===== config.mk =====
export PLATFORM = sky130hd
export DESIGN_NAME = ex_muldiv_flat
export DESIGN_NICKNAME = d
export VERILOG_FILES = /design/src/rtl/muldiv_pkg.sv /design/src/rtl/ex_muldiv_if.sv /design/src/rtl/muldiv_signfix.sv /design/src/rtl/ex_muldiv.sv /design/src/flat_wrapper.sv
export SDC_FILE = /design/constraint.sdc
export NUM_CORES = 1
export LEC_CHECK = 0
export CELL_PAD_IN_SITES_DETAIL_PLACEMENT = 0
export CELL_PAD_IN_SITES_GLOBAL_PLACEMENT = 2
export CORE_UTILIZATION = 39
export CTS_CLUSTER_SIZE = 40
export DETAILED_ROUTE_END_ITERATION = 6
export PLACE_DENSITY_LB_ADDON = 0.12
export SLEW_MARGIN = 5
export SYNTH_ARGS = -nofsm -noshare
export SYNTH_HDL_FRONTEND = slang
export SYNTH_HIERARCHICAL = 1
export SYNTH_SLANG_ARGS = --single-unit

===== constraint.sdc =====
create_clock -name clk -period 6.5 [get_ports clk]
set_input_delay 1.3 -clock clk [delete_from_list [all_inputs] [get_ports clk]]
set_output_delay 1.3 -clock clk [all_outputs]
set_load 0.005 [all_outputs]

===== src/rtl/muldiv_pkg.sv =====
// Shared op codes, FSM encoding and default width for the EX-stage mult/div unit.
// The decoder and the hazard unit import the same op constants.
package muldiv_pkg;

    localparam int MULDIV_WIDTH = 32;

    typedef logic [2:0] op_t;

    localparam op_t OP_NOP   = 3'd0;
    localparam op_t OP_MULT  = 3'd1;
    localparam op_t OP_MULTU = 3'd2;
    localparam op_t OP_DIV   = 3'd3;
    localparam op_t OP_DIVU  = 3'd4;
    localparam op_t OP_MTHI  = 3'd5;
    localparam op_t OP_MTLO  = 3'd6;

    localparam logic [1:0] ST_IDLE = 2'd0;
    localparam logic [1:0] ST_MUL  = 2'd1;
    localparam logic [1:0] ST_DIV  = 2'd2;
    localparam logic [1:0] ST_FIX  = 2'd3;

endpackage


===== src/rtl/ex_muldiv_if.sv =====
// EX-stage <-> mult/div unit bundle, plus architectural HI/LO and FSM state for debug.
// Handshake: start is the valid; an op is taken on a rising edge where start=1 and busy=0.
// While busy, stall=1 tells the hazard unit to hold start/op/a/b (and any mf_req) stable.
interface ex_muldiv_if
    import muldiv_pkg::*;
#(
    parameter int WIDTH = MULDIV_WIDTH
) ();

    logic             start;
    op_t              op;
    logic [WIDTH-1:0] a;
    logic [WIDTH-1:0] b;
    logic             mf_req;
    logic             busy;
    logic             stall;
    logic [WIDTH-1:0] hi;
    logic [WIDTH-1:0] lo;
    logic [1:0]       dbg_state;

    modport master (
        output start, op, a, b, mf_req,
        input  busy, stall, hi, lo, dbg_state
    );

    modport slave (
        input  start, op, a, b, mf_req,
        output busy, stall, hi, lo, dbg_state
    );

endinterface


===== src/rtl/muldiv_signfix.sv =====
// Turns the raw magnitude result in the accumulator into signed HI/LO values,
// including the divide-by-zero result.
module muldiv_signfix
    import muldiv_pkg::*;
#(
    parameter int WIDTH = MULDIV_WIDTH
) (
    input  logic [2*WIDTH-1:0] acc_i,
    input  logic               is_div_i,
    input  logic               neg_res_i,
    input  logic               neg_rem_i,
    input  logic               div_zero_i,
    input  logic [WIDTH-1:0]   a_raw_i,
    output logic [WIDTH-1:0]   hi_o,
    output logic [WIDTH-1:0]   lo_o
);

    logic [2*WIDTH-1:0] prod;
    logic [WIDTH-1:0]   quo;
    logic [WIDTH-1:0]   rem;

    always_comb begin
        prod = neg_res_i ? -acc_i : acc_i;
        quo  = neg_res_i ? -acc_i[WIDTH-1:0] : acc_i[WIDTH-1:0];
        rem  = neg_rem_i ? -acc_i[2*WIDTH-1:WIDTH] : acc_i[2*WIDTH-1:WIDTH];
        hi_o = prod[2*WIDTH-1:WIDTH];
        lo_o = prod[WIDTH-1:0];
        // Divide by zero hands back the untouched dividend rather than a corrected remainder.
        if (div_zero_i) begin
            hi_o = a_raw_i;
            lo_o = '1;
        end else if (is_div_i) begin
            hi_o = rem;
            lo_o = quo;
        end
    end

endmodule


===== src/rtl/ex_muldiv.sv =====
// Iterative MULT/MULTU/DIV/DIVU unit owning HI/LO: one result bit per cycle,
// 33 cycles from accept to HI/LO write, with stall to the hazard unit while busy.
module ex_muldiv
    import muldiv_pkg::*;
#(
    parameter int WIDTH = MULDIV_WIDTH
) (
    input  logic         clk,
    input  logic         clr_n,
    ex_muldiv_if.slave   bus
);

    localparam int CW = $clog2(WIDTH);

    logic [1:0]         state_q, state_d;
    logic [CW-1:0]      cnt_q, cnt_d;
    logic [2*WIDTH-1:0] acc_q, acc_d;
    logic [WIDTH-1:0]   divisor_q, divisor_d;
    logic [WIDTH-1:0]   a_raw_q, a_raw_d;
    logic [WIDTH-1:0]   hi_q, hi_d;
    logic [WIDTH-1:0]   lo_q, lo_d;
    logic               is_div_q, is_div_d;
    logic               neg_res_q, neg_res_d;
    logic               neg_rem_q, neg_rem_d;
    logic               div_zero_q, div_zero_d;

    logic               is_signed, neg_a, neg_b;
    logic [WIDTH-1:0]   mag_a, mag_b;
    logic [WIDTH:0]     add_sum, rem_sh, rem_diff;
    logic [WIDTH-1:0]   fix_hi, fix_lo;

    assign is_signed = (bus.op == OP_MULT) || (bus.op == OP_DIV);
    assign neg_a     = is_signed & bus.a[WIDTH-1];
    assign neg_b     = is_signed & bus.b[WIDTH-1];
    assign mag_a     = neg_a ? -bus.a : bus.a;
    assign mag_b     = neg_b ? -bus.b : bus.b;

    // Multiply: add multiplicand into the upper half when the low bit is set, then shift right.
    assign add_sum  = {1'b0, acc_q[2*WIDTH-1:WIDTH]} + {1'b0, divisor_q};
    // Divide: remainder in the upper half, dividend bits shifting out of the lower half.
    assign rem_sh   = {acc_q[2*WIDTH-1:WIDTH], acc_q[WIDTH-1]};
    assign rem_diff = rem_sh - {1'b0, divisor_q};

    muldiv_signfix #(.WIDTH(WIDTH)) u_signfix (
        .acc_i      (acc_q),
        .is_div_i   (is_div_q),
        .neg_res_i  (neg_res_q),
        .neg_rem_i  (neg_rem_q),
        .div_zero_i (div_zero_q),
        .a_raw_i    (a_raw_q),
        .hi_o       (fix_hi),
        .lo_o       (fix_lo)
    );

    always_comb begin
        state_d    = state_q;
        cnt_d      = cnt_q;
        acc_d      = acc_q;
        divisor_d  = divisor_q;
        a_raw_d    = a_raw_q;
        hi_d       = hi_q;
        lo_d       = lo_q;
        is_div_d   = is_div_q;
        neg_res_d  = neg_res_q;
        neg_rem_d  = neg_rem_q;
        div_zero_d = div_zero_q;
        case (state_q)
            ST_IDLE: begin
                if (bus.start) begin
                    case (bus.op)
                        OP_MULT, OP_MULTU, OP_DIV, OP_DIVU: begin
                            state_d    = (bus.op == OP_DIV || bus.op == OP_DIVU) ? ST_DIV : ST_MUL;
                            is_div_d   = (bus.op == OP_DIV || bus.op == OP_DIVU);
                            div_zero_d = (bus.op == OP_DIV || bus.op == OP_DIVU) && (bus.b == '0);
                            cnt_d      = CW'(WIDTH - 1);
                            acc_d      = {{WIDTH{1'b0}}, mag_a};
                            divisor_d  = mag_b;
                            a_raw_d    = bus.a;
                            neg_res_d  = neg_a ^ neg_b;
                            neg_rem_d  = neg_a;
                        end
                        OP_MTHI: hi_d = bus.a;
                        OP_MTLO: lo_d = bus.a;
                        default: ;
                    endcase
                end
            end
            ST_MUL: begin
                acc_d = acc_q[0] ? {add_sum, acc_q[WIDTH-1:1]} : {1'b0, acc_q[2*WIDTH-1:1]};
            end
            ST_DIV: begin
                acc_d = rem_diff[WIDTH] ? {rem_sh[WIDTH-1:0], acc_q[WIDTH-2:0], 1'b0}
                                        : {rem_diff[WIDTH-1:0], acc_q[WIDTH-2:0], 1'b1};
            end
            default: begin
                hi_d    = fix_hi;
                lo_d    = fix_lo;
                state_d = ST_IDLE;
            end
        endcase
        if (state_q == ST_MUL || state_q == ST_DIV) begin
            if (cnt_q == '0) state_d = ST_FIX;
            else             cnt_d   = cnt_q - CW'(1);
        end
    end

    always_ff @(posedge clk or negedge clr_n) begin
        if (!clr_n) begin
            state_q    <= ST_IDLE;
            cnt_q      <= '0;
            acc_q      <= '0;
            divisor_q  <= '0;
            a_raw_q    <= '0;
            hi_q       <= '0;
            lo_q       <= '0;
            is_div_q   <= 1'b0;
            neg_res_q  <= 1'b0;
            neg_rem_q  <= 1'b0;
            div_zero_q <= 1'b0;
        end else begin
            state_q    <= state_d;
            cnt_q      <= cnt_d;
            acc_q      <= acc_d;
            divisor_q  <= divisor_d;
            a_raw_q    <= a_raw_d;
            hi_q       <= hi_d;
            lo_q       <= lo_d;
            is_div_q   <= is_div_d;
            neg_res_q  <= neg_res_d;
            neg_rem_q  <= neg_rem_d;
            div_zero_q <= div_zero_d;
        end
    end

    assign bus.busy      = (state_q != ST_IDLE);
    assign bus.stall     = bus.busy & (bus.start | bus.mf_req);
    assign bus.hi        = hi_q;
    assign bus.lo        = lo_q;
    assign bus.dbg_state = state_q;

endmodule


===== src/flat_wrapper.sv =====
// flat-port wrapper written by rule: the top's interface ports become plain ports
module ex_muldiv_flat import muldiv_pkg::*;
#(
    parameter int WIDTH = MULDIV_WIDTH
)
  (clk, clr_n, bus_start, bus_op, bus_a, bus_b, bus_mf_req, bus_busy, bus_stall, bus_hi, bus_lo, bus_dbg_state);
  ex_muldiv_if #(.WIDTH(WIDTH)) bus_i ();
  input  logic clk;
  input  logic clr_n;
  input wire logic [$bits(bus_i.start)-1:0] bus_start;
  input wire logic [$bits(bus_i.op)-1:0] bus_op;
  input wire logic [$bits(bus_i.a)-1:0] bus_a;
  input wire logic [$bits(bus_i.b)-1:0] bus_b;
  input wire logic [$bits(bus_i.mf_req)-1:0] bus_mf_req;
  output wire logic [$bits(bus_i.busy)-1:0] bus_busy;
  output wire logic [$bits(bus_i.stall)-1:0] bus_stall;
  output wire logic [$bits(bus_i.hi)-1:0] bus_hi;
  output wire logic [$bits(bus_i.lo)-1:0] bus_lo;
  output wire logic [$bits(bus_i.dbg_state)-1:0] bus_dbg_state;
  assign bus_i.start = bus_start;
  assign bus_i.op = bus_op;
  assign bus_i.a = bus_a;
  assign bus_i.b = bus_b;
  assign bus_i.mf_req = bus_mf_req;
  assign bus_busy = bus_i.busy;
  assign bus_stall = bus_i.stall;
  assign bus_hi = bus_i.hi;
  assign bus_lo = bus_i.lo;
  assign bus_dbg_state = bus_i.dbg_state;
  ex_muldiv #(.WIDTH(WIDTH)) u_core (.clk(clk), .clr_n(clr_n), .bus(bus_i));
endmodule

==> results.toml <==
[outcome]
status = "completed"

[timing]
tightest_slew_ns = 1.13
max_slew_margin = 0.250
max_freq_ghz = 0.240
fin_skew_ns = 0.0193
slew_viol_final = 0
fin_tns_setup_ns = 0
finalCritPeriodShare = 0.642
rsz0062_at_grt = "no"
setup_viol = 0
min_period_ns = 4.17
finalHoldViolations = 0

[placement]
place_congestion = 0.927
dp_hpwl_mm = 46.5
port_buffers = 138

[cells_and_area]
area_growth_pct = 16.4
final_util = 0.462
drive_gt1_frac = 0.0767
n_antenna_cell = 0
multi_input_area_um2 = 11300
nets = 2329
n_fill_cell = 4426
layout.area.seq_um2 = 5080

[route]
via_per_inst = 5.94
drt_iter0_markers = 1043
postRouteWirelength_mm = 63.2
post-route-drc-count = 0
via_count = 16559
first_pass_iters = 5
ant_nets = 0
wl_per_cell_um = 22.7

[critical_path]
worstPathMaxFanout = 8
critPathBufInv = 1
rr_endpoint = "u_core/acc_q[39]"
cpLargestDelayFamily = "simple AND/OR/NAND/NOR gates"
slowest_stage = "nor3_1"
rr_worst_depth = 11
max_stage_delay_ns = 0.61
r2r_slack_ns = 2.52
worst_ep_arrival_time_ns = 4.64
cp_cell_sequence = "clkdlybuf4s50_1, or4_4, or3_4, nor3_1, or4b_4, o21ai_1, xnor2_1, nor2_1, o31ai_1"
crit_type = "input pin to register"
crit_required_ns = 6.97
cp-start-kind = "input pin"
crit_path_end_kind = "register"
r2r-start = "u_core/acc_q[31]"

[yosys]
synth-edff-count = 0
yosysSeqAreaShare = 0.297
synthFlopType = "dfrtp_1"
yosysWarnings = 6
async_flop_share = 1.00
postSynthCellCount = 2114
post_synth.cell_area_avg_um2 = 8.10
synthesis.nets = 2259
synth_area_um2 = 17100
ys_ff_latch = 203
yosysUniqueCellTypes = 84

[clocking]
cts_max_path_buffers = 3
cts_resized = 0
htree_levels = 1
cts_tree = "done"
clk_pin_slew_ns = 0.06
cts_made_buffers = 27
clock-sinks = 203
insertion_delay_ns = 0.58
clock-root-buffer = "clkbuf_16"
cts_hold_buf = 0
post-cts-setup-buffers = 0

[min_path]
hold_path_depth = 1
min_from = "u_core/cnt_q[0]"
whs_endpoint = "u_core/cnt_q[0]"
hp-class = "register to register"

[floorplan]
die-area_um2 = 44700
fp.coreArea_um2 = 43200
die_width_um = 212
initial_utilization = 0.397
rows = 76
ios = 139
dieHeight_um = 212

[power_and_ir_drop]
leakagePower_nw = 8.31
pwr_density_cell_nw_per_um2 = 637
power_w = 0.0127
ir_drop_mv = 0.327

[global_routing]
grt_pass1_wl_mm = 97.9
grt_use_total = 0.282
antenna_found_initial = 1
overflow = 0
grt_pass1_vias = 16248
grt_max_degree = 113

[flow_run]
cap_violations = 0
synth_stat cells (24+ instances only):
cell type	count	area, um^2
a21oi_1	204	1020
clkbuf_1	106	398
a21o_1	27	203
nand2_1	216	811
inv_1	73	274
ha_1	72	901
xor2_1	83	727
nor3_1	45	225
a31oi_1	32	200
or3_1	24	150
mux2_2	47	529
xnor2_1	71	622
mux2i_1	85	851
nand3_1	35	175
o21ai_0	152	761
dfrtp_1	203	5080
nor2_1	194	728
o31ai_1	52	390
a221oi_1	29	254
routing by layer:
layer / track usage / vias to the layer above / wire length (um)
li1: - / 7947 / -
met1: 0.370 / 8106 / 27800
met2: 0.483 / 413 / 30600
met3: 0.0317 / 91 / 2750
met4: 0.0875 / 2 / 2040
met5: 0 / - / 9
power by group:
group          total (W)  switching [W]  internal, W
clock network    0.00153       0.000623     0.000911
registers        0.00275       0.000849      0.00190
logic            0.00841        0.00504      0.00337
total             0.0127        0.00651      0.00618
per-stage QoR:
stage	hold slack (ns)	instance area [um^2]	setup WS [ns]	instances
2_1_floorplan	0.450	17100	2.71	2114
3_3_place_gp	0.476	19000	1.88	2740
3_5_place_dp	0.491	19000	1.79	2740
4_1_cts	0.497	19900	2.36	2789
5_1_grt	0.524	19900	2.24	2789
6_report	0.498	19900	2.33	2789
cells in the final DEF (no fill, tap or decap), drive strengths merged, types with 35 or more instances in the layout:
cell type / n
nor2: 194
o31ai: 52
a21oi: 204
dfrtp: 203
nand2: 216
mux2i: 85
clkbuf: 38
ha: 72
xor2: 83
nor3: 45
clkdlybuf4s50: 137
mux2: 48
xnor2: 71
nand3: 35
inv: 73
o21ai: 157
flip-flops by register name, summed over array words and instances (netlist names):
name and flops:
u_core/acc_q 64, u_core/a_raw_q 32, u_core/bus.hi 32, u_core/bus.lo 32, u_core/divisor_q 32, u_core/cnt_q 5
u_core/bus.dbg_state 2, u_core/div_zero_q 1, u_core/is_div_q 1, u_core/neg_rem_q 1, u_core/neg_res_q 1
cell families after synthesis:
family          share of synthesized area
xor+xnor                           0.0788
buf+inv                            0.0443
mux                                0.0815
flops                               0.297
compound gates                      0.245
simple gates                        0.199
fa+ha+maj                          0.0550
how the worst max path moves through the flow:
stage / startpoint / to / slack [ns] / cells past startpoint
final: bus_a[7] / u_core/acc_q[28] / 2.33 / 9
after global routing: u_core/acc_q[31] / u_core/acc_q[0] / 2.24 / 12
after CTS: bus_a[7] / u_core/acc_q[28] / 2.36 / 9
after detailed placement: bus_a[7] / u_core/acc_q[28] / 1.79 / 9
after global placement: bus_a[7] / u_core/acc_q[28] / 1.88 / 9
after floorplan: bus_a[14] / u_core/acc_q[28] / 2.71 / 9
area by class of cell:
class / instances / area share
inverters: 74 / 0.0139
clock inverters: 12 / 0.00659
multi-input cells: 1714 / 0.569
clock buffers: 37 / 0.0388
well taps: 585 / 0.0367
flip-flops and latches: 203 / 0.255
repair buffers: 164 / 0.0799
(Power assumes the default switching activity.)
